## config.mk

```make
export PLATFORM = sky130hd
export DESIGN_NAME = axis_pkt_arbiter_2
export DESIGN_NICKNAME = d
export VERILOG_FILES = /design/src/rtl/axis_arb_pkg.sv /design/src/rtl/axis_reg_slice.sv /design/src/rtl/axis_pkt_arbiter_2.sv
export SDC_FILE = /design/constraint.sdc
export NUM_CORES = 1
export LEC_CHECK = 0
export ABC_AREA = 0
export BUFFER_PORTS_ARGS = -buffer_cell sky130_fd_sc_hd__buf_2
export CAP_MARGIN = 25
export CELL_PAD_IN_SITES_DETAIL_PLACEMENT = 1
export CELL_PAD_IN_SITES_GLOBAL_PLACEMENT = 1
export CORE_MARGIN = 4
export CORE_UTILIZATION = 42
export DETAILED_ROUTE_END_ITERATION = 8
export GPL_TIMING_DRIVEN = 0
export PLACE_DENSITY_LB_ADDON = 0.1
export SLEW_MARGIN = 20
export SYNTH_ARGS = -nofsm -noshare
export SYNTH_HDL_FRONTEND = slang
export SYNTH_SLANG_ARGS = --single-unit
export TNS_END_PERCENT = 100
```

## constraint.sdc

```tcl
create_clock -name clk -period 5.1 [get_ports clk]
set_input_delay 0.765 -clock clk [delete_from_list [all_inputs] [get_ports clk]]
set_output_delay 0.765 -clock clk [all_outputs]
set_load 0.01 [all_outputs]
```

## src/rtl/axis_arb_pkg.sv

```systemverilog
// rtl/axis_arb_pkg.sv - shared types and encodings for the packet arbiter
package axis_arb_pkg;

   typedef enum logic [1:0] {ARB_IDLE, ARB_BUSY, ARB_FLUSH} arb_state_t;

   localparam int SRC_S1 = 0;
   localparam int SRC_S2 = 1;

   localparam logic [1:0] GRANT_NONE = 2'b00;
   localparam logic [1:0] GRANT_S1   = 2'b01;
   localparam logic [1:0] GRANT_S2   = 2'b10;

endpackage

```

## src/rtl/axis_reg_slice.sv

```systemverilog
// rtl/axis_reg_slice.sv - one-entry registered valid/ready output slice
module axis_reg_slice #(
   parameter int DW = 8
) (
   input  logic          clk,
   input  logic          rst,
   input  logic          load,
   input  logic [DW-1:0] s_tdata,
   input  logic          s_tlast,
   output logic          s_ready,
   output logic [DW-1:0] m_tdata,
   output logic          m_tvalid,
   output logic          m_tlast,
   input  logic          m_tready
);

   assign s_ready = !m_tvalid || m_tready;

   always_ff @(posedge clk) begin
      if (rst) begin
         m_tvalid <= 1'b0;
         m_tdata  <= '0;
         m_tlast  <= 1'b0;
      end else if (load) begin
         m_tvalid <= 1'b1;
         m_tdata  <= s_tdata;
         m_tlast  <= s_tlast;
      end else if (m_tready) begin
         m_tvalid <= 1'b0;
      end
   end

endmodule

```

## src/rtl/axis_pkt_arbiter_2.sv

```systemverilog
// rtl/axis_pkt_arbiter_2.sv - packet-level round-robin 2:1 stream arbiter
import axis_arb_pkg::*;

module axis_pkt_arbiter_2 #(
   parameter int DW        = 8,
   parameter int MAX_BEATS = 256,
   parameter int CNT_W     = 16
) (
   input  logic             clk,
   input  logic             rst,
   input  logic [DW-1:0]    s1_tdata,
   input  logic             s1_tvalid,
   input  logic             s1_tlast,
   output logic             s1_tready,
   input  logic [DW-1:0]    s2_tdata,
   input  logic             s2_tvalid,
   input  logic             s2_tlast,
   output logic             s2_tready,
   output logic [DW-1:0]    m_tdata,
   output logic             m_tvalid,
   output logic             m_tlast,
   input  logic             m_tready,
   output logic [1:0]       grant,
   output logic             trunc_err,
   output logic [CNT_W-1:0] pkt_cnt1,
   output logic [CNT_W-1:0] pkt_cnt2
);

   localparam int BW = $clog2(MAX_BEATS + 1);
   localparam logic [BW-1:0] LAST_IDX = BW'(MAX_BEATS - 1);

   arb_state_t    state, state_nxt;
   logic [1:0]    grant_nxt;
   logic          rr_last, rr_last_nxt;
   logic [BW-1:0] beat_cnt, beat_cnt_nxt;
   logic          owner_s2;
   logic [DW-1:0] own_tdata;
   logic          own_tvalid, own_tlast, own_tready;
   logic          slice_ready, load, fwd_last, trunc_nxt, pkt_inc;

   assign owner_s2   = grant[1];
   assign own_tdata  = owner_s2 ? s2_tdata  : s1_tdata;
   assign own_tvalid = owner_s2 ? s2_tvalid : s1_tvalid;
   assign own_tlast  = owner_s2 ? s2_tlast  : s1_tlast;
   assign s1_tready  = own_tready && grant[0];
   assign s2_tready  = own_tready && grant[1];

   always_comb begin
      state_nxt    = state;
      grant_nxt    = grant;
      rr_last_nxt  = rr_last;
      beat_cnt_nxt = beat_cnt;
      own_tready   = 1'b0;
      load         = 1'b0;
      fwd_last     = own_tlast;
      trunc_nxt    = 1'b0;
      pkt_inc      = 1'b0;
      case (state)
         ARB_IDLE: begin
            // rr_last is 1 when s2 owned last, so s1 takes a tie
            if (s1_tvalid && (!s2_tvalid || rr_last)) begin
               grant_nxt = GRANT_S1;
               state_nxt = ARB_BUSY;
            end else if (s2_tvalid) begin
               grant_nxt = GRANT_S2;
               state_nxt = ARB_BUSY;
            end
         end
         ARB_BUSY: begin
            own_tready = slice_ready;
            if (own_tvalid && slice_ready) begin
               load = 1'b1;
               if (own_tlast) begin
                  state_nxt    = ARB_IDLE;
                  grant_nxt    = GRANT_NONE;
                  rr_last_nxt  = owner_s2;
                  beat_cnt_nxt = '0;
                  pkt_inc      = 1'b1;
               end else if (beat_cnt == LAST_IDX) begin
                  fwd_last     = 1'b1;
                  trunc_nxt    = 1'b1;
                  pkt_inc      = 1'b1;
                  beat_cnt_nxt = '0;
                  state_nxt    = ARB_FLUSH;
               end else begin
                  beat_cnt_nxt = beat_cnt + 1'b1;
               end
            end
         end
         ARB_FLUSH: begin
            // drain the rest of an oversized packet without forwarding it
            own_tready = 1'b1;
            if (own_tvalid && own_tlast) begin
               state_nxt   = ARB_IDLE;
               grant_nxt   = GRANT_NONE;
               rr_last_nxt = owner_s2;
            end
         end
         default: begin
            state_nxt = ARB_IDLE;
            grant_nxt = GRANT_NONE;
         end
      endcase
   end

   always_ff @(posedge clk) begin
      if (rst) begin
         state     <= ARB_IDLE;
         grant     <= GRANT_NONE;
         rr_last   <= 1'(SRC_S2);
         beat_cnt  <= '0;
         trunc_err <= 1'b0;
         pkt_cnt1  <= '0;
         pkt_cnt2  <= '0;
      end else begin
         state     <= state_nxt;
         grant     <= grant_nxt;
         rr_last   <= rr_last_nxt;
         beat_cnt  <= beat_cnt_nxt;
         trunc_err <= trunc_nxt;
         if (pkt_inc && owner_s2) pkt_cnt2 <= pkt_cnt2 + 1'b1;
         if (pkt_inc && !owner_s2) pkt_cnt1 <= pkt_cnt1 + 1'b1;
      end
   end

   axis_reg_slice #(.DW(DW)) u_slice (
      .clk      (clk),
      .rst      (rst),
      .load     (load),
      .s_tdata  (own_tdata),
      .s_tlast  (fwd_last),
      .s_ready  (slice_ready),
      .m_tdata  (m_tdata),
      .m_tvalid (m_tvalid),
      .m_tlast  (m_tlast),
      .m_tready (m_tready)
   );

endmodule

```

### Word-level counts from Yosys, hierarchy flattened

Cells that the tools add are included.

| operators by class | value |
|---|---|
| $add $sub $neg | 3 |
| equality and inequality tests | 8 |
| multiplexer cells | 32 |
| bitwise operators | 2 |
| reduce and logical (&&, ||, !) cells | 20 |

Operators by type and width:

| operator | number |
|---|---|
| 16-bit by 1-bit adder with 16-bit output (second input constant) | 2 |
| 2-bit 2-to-1 mux | 10 |
| 9-bit 2-to-1 mux | 2 |
| 1-bit 2-to-1 mux | 15 |
| 2-bit one-hot mux with 3 select lines | 2 |
| 4-bit AND reduction | 3 |
| 9-bit by 1-bit adder with 9-bit output (second input constant) | 1 |
| 9-bit by 8-bit equality test with 1-bit output (second input constant) | 1 |
| 8-bit 2-to-1 mux | 1 |
| 1-bit logical AND | 7 |
| 2-bit inequality test (second input constant) | 3 |
| 3-bit inequality test (second input constant) | 2 |
| 1-bit one-hot mux with 2 select lines | 2 |
| 2-bit nonzero test | 2 |
| 4-bit OR reduction | 1 |
| 1-bit zero test | 3 |
| 2-bit by 1-bit equality test with 1-bit output (second input constant) | 1 |
| 2-bit equality test (second input constant) | 1 |
| 2-bit zero test | 1 |
| 1-bit logical OR | 2 |
| 1-bit inverter | 2 |
| 2-bit AND reduction | 1 |

| storage, ports and cells | value |
|---|---|
| register bits | 57 |
| output and inout bits | 47 |
| word-level logic and storage cells | 75 |

### Longest topological paths before layout

| logic depth | value |
|---|---|
| depth in word-level cells | 6 |
| depth in mapped cells | 9 |

### Cells and area by module

Synthesis repeated with hierarchy kept, for this count alone.

| second synthesis, totals | value |
|---|---|
| cells, all modules | 317 |
| area, all modules | 2829.0 µm² |

Modules (own cells, without submodules):

| module | instances | cells an instance | area each (µm²) |
|---|---|---|---|
| axis_pkt_arbiter_2 | 1 | 284 | 2473.6 |
| axis_reg_slice | 1 | 33 | 355.3 |

### Worst setup path before layout

OpenSTA, ideal clock, no wires.

| timing path | value |
|---|---|
| kind | input to output |
| start point | input m_tready |
| end point | output s1_tready |
| arrival | 1.351 ns |
| data required time | 4.335 ns |
| setup slack | 2.984 ns |
| stages on the path | 4 |
| buffers on the path | 0 |
| cell sequence | nor2b_1 -> nor2_1 -> o21ai_0 -> nor2_1 |

| on the way | value |
|---|---|
| word-level cells in the longest chain between the ends | 3 |

RTL lines:

| item | line | source |
|---|---|---|
| start: declaration | axis_pkt_arbiter_2.sv:22 | `input logic m_tready,` |
| 1-bit logical OR | axis_reg_slice.sv:17 | `assign s_ready = !m_tvalid \|\| m_tready;` |
| 1-bit one-hot mux with 2 select lines | axis_pkt_arbiter_2.sv:58 | `case (state)` |
| 1-bit logical AND | axis_pkt_arbiter_2.sv:45 | `assign s1_tready = own_tready && grant[0];` |
| end: declaration | axis_pkt_arbiter_2.sv:14 | `output logic s1_tready,` |

Every way passes these cells.

### Final worst setup path

| timing path | value |
|---|---|
| start point | input m_tready |
| end point | output s2_tready |

| on the way | value |
|---|---|
| word-level cells in the longest chain between the ends | 3 |

RTL lines:

| item | line | source |
|---|---|---|
| 1-bit logical OR | axis_reg_slice.sv:17 |  |
| 1-bit one-hot mux with 2 select lines | axis_pkt_arbiter_2.sv:58 |  |
| 1-bit logical AND | axis_pkt_arbiter_2.sv:46 | `assign s2_tready = own_tready && grant[1];` |
| end: declaration | axis_pkt_arbiter_2.sv:18 | `output logic s2_tready,` |

Every way passes these cells.

==> results.toml <==
[power]
power_mw = 1.107
power_density_nw_per_um2 = 325.5
ir_drop_uv = 181.2
p_leak_nw = 1.310

[final_layout]
fin_area_um2 = 3402
antennaDiodeCount = 0
final_core_util_pct = 53.58
area_growth_syn_to_layout_pct = 24.38
fin_cells = 478
final_layout_size_suffix_gt1_share_pct = 23.19
final_nets = 425

[timing]
maxSlewHeadroom_pct = 55.96
hold_ws_ns = 0.4645
min_period_ns = 2.537
setup_viol = 0
fmax_ghz = 0.3942
setup_ws_ns = 2.563
post-route-period-util_pct = 49.74
tightestPinTransition_ns = 0.6591
finalHoldViolCount = 0
finalClockSkew_ns = 0.01237
rsz0062_at_grt = "no"
setup_tns_ns = 0
maxSlewViolCount = 0

[worst_setup_path]
crit_slowest_cell = "nor2b_1"
slowest_delay_ns = 0.30
rrSetupSlack_ns = 2.69
startpoint_type = "input port"
reg2regPathDepth = 7
crit_required_ns = 4.34
crit_path_cell_trace = "buf_2, nor2b_1, nor2_1, o21ai_0, nor2_1, buf_2"
cp.depth = 6
critical_path.max_fanout = 6
crit_type = "in2out"
endpoint_kind = "output pin"
cp_top_family = "simple AND/OR/NAND/NOR gates"
critPathBufInv = 2
cp.arrival_ns = 1.77

[routing]
vias = 2572
ant_nets = 0
avgRoutedWirePerCell_um = 16.19
viasPerCell = 5.381
first_iter_violations = 74
drt_pass1_iterations = 4
wirelength_mm = 7.737
drc = 0

[yosys]
synth_top_area_share_pct = 41.72
synth_enable_flop_cells = 0
synth_fp_nets = 346
synthTopCellsByArea = "dfxtp_1 (42%), xnor2_1 (9.3%), nor2_1 (6.7%), mux2i_1 (3.7%), nand3_1 (3.1%)"
syn_area_um2 = 2735
syn-instance-count = 317
synth_ff_type = "dfxtp_1"
async_flop_share_pct = 0
synth-seq-cells = 57
ys_types = 42
synth_top_area_cell = "dfxtp_1"
avgSynthCellArea_um2 = 8.628
synth_seq_area_share_pct = 41.72
yosys_warnings = 0

[grt]
grt_pass1_vias = 2582
grtUsageTotal_pct = 20.66
grt-ovfl-total = 0
grt_max_degree = 11
grt_pass1_wl_mm = 12.62
antenna_found_initial = 0

[floorplan]
core-area_um2 = 6350
start_util_pct = 43.07
chipHeight_um = 88.70
ios = 70
dieWidth_um = 88.70
rows = 29
dieArea_um2 = 7868

[placed_design]
port-buffer-count = 68
globalplace.congestion = 0.8021
place_area_um2 = 3172
dp_cells = 462
dp_hpwl_mm = 5.596
dp_slack_ns = 2.413

[clock_tree]
cts_buffers = 9
cts-root-buf = "clkbuf_8"
clkTransAtPathRegs_ns = 0.07
cts_resized = 0
htreeDepth = 3
clockBufferDepth = 2
holdBufCountCts = 0
cts.sinks = 57
cts_tree = "built"
cts_setup_buffers = 0
clk_latency_ns = 0.33

[run_status]
status = "complete, no violations"

[job]
maxCapViolCount = 0

[min_path]
whs_path_depth = 1
min_path_type = "reg2reg"
path summary, 6_finish.rpt:
path / start / to
worst min register to register: beat_cnt[8]$_SDFFE_PP0P_ / beat_cnt[8]$_SDFFE_PP0P_
worst max-delay path: m_tready / s2_tready
worst max register to register: beat_cnt[0]$_SDFFE_PP0P_ / pkt_cnt1[11]$_SDFFE_PP0P_
worst min-delay path: beat_cnt[8]$_SDFFE_PP0P_ / beat_cnt[8]$_SDFFE_PP0P_
cell families (layout without fill, tap and decap cells):
logic type,after synthesis,in the layout,share of synthesized area [%]
mux,11,11,4.071
xor+xnor,34,34,10.89
compound gates,39,39,9.332
fa+ha+maj,6,6,2.745
buf+inv,23,107,3.568
flops,57,57,41.72
simple gates,147,147,27.68
cells in the mapped netlist (3+ instances only):
cell / instances
dfxtp_1: 57
nor2_1: 49
xnor2_1: 29
nand2_1: 18
nand3_1: 17
a21oi_1: 12
clkbuf_1: 11
nor3_1: 11
nor4_1: 11
mux2i_1: 10
nand4_1: 10
a211oi_1: 8
o21ai_0: 7
ha_1: 6
inv_1: 6
nor4b_1: 5
or3_1: 5
xor2_1: 5
and4_1: 4
and3_1: 3
buf_2: 3
nor3b_1: 3
or4_1: 3
per-layer routing:
metal  track usage [%]  up-vias  part of all wire [%]
li1                  -     1287                     -
met4             8.654        0                   1.1
met1             27.64     1241                    48
met3             2.886        6                   2.6
met2             33.27       38                    48
met5                 0        -                     0
cell type report:
type                       count  area (µm²)
multi-input combinational    237        1496
buffer                        16       71.32
clock buffer                  12       155.1
fill                         797        2948
timing repair buffer          68       340.3
sequential                    57        1141
tap                           77       96.34
clock inverter                 4       75.07
inverter                       7       26.28
placed cells by master, fill, tap and decap left out, types with 2 or more instances in the layout:
master      netlist  final
buf_2             3     71
dfxtp_1          57     57
nor2_1           49     49
xnor2_1          29     29
nand2_1          18     18
nand3_1          17     17
clkbuf_1         11     12
a21oi_1          12     12
nor4_1           11     11
nor3_1           11     11
clkbuf_8          0     11
mux2i_1          10     10
nand4_1          10     10
a211oi_1          8      8
o21ai_0           7      7
inv_1             6      6
ha_1              6      6
or3_1             5      5
nor4b_1           5      5
xor2_1            5      5
and4_1            4      4
and3_1            3      3
or4_1             3      3
nor3b_1           3      3
buf_4             2      2
and2_1            2      2
or2_2             2      2
o211ai_1          2      2
o31ai_1           2      2
bufinv_16         0      2
clkinvlp_4        0      2
worst reg2reg max path, stage by stage, from the launching register on:
cell	delay, ns
dfxtp_1	0.35
ha_1	0.24
and4_1	0.27
a21oi_1	0.52
clkbuf_1	0.50
nor4b_1	0.13
xnor2_1	0.20
nor2_1	0.07
registers in the layout, indices dropped and copies added, names as in the netlist, 2 cells and up:
register and flops:
u_slice.m_tdata 8, pkt_cnt1 16, grant 2, pkt_cnt2 16, beat_cnt 9, state 2
power breakdown:
group | switching (mW) | internal (mW) | leakage [nW]
logic | 0.0917 | 0.0515 | 0.740
clock network | 0.191 | 0.302 | 0.109
registers | 0.0106 | 0.461 | 0.461
total | 0.293 | 0.814 | 1.31
Note: power is estimated with default switching activity, not from simulation.
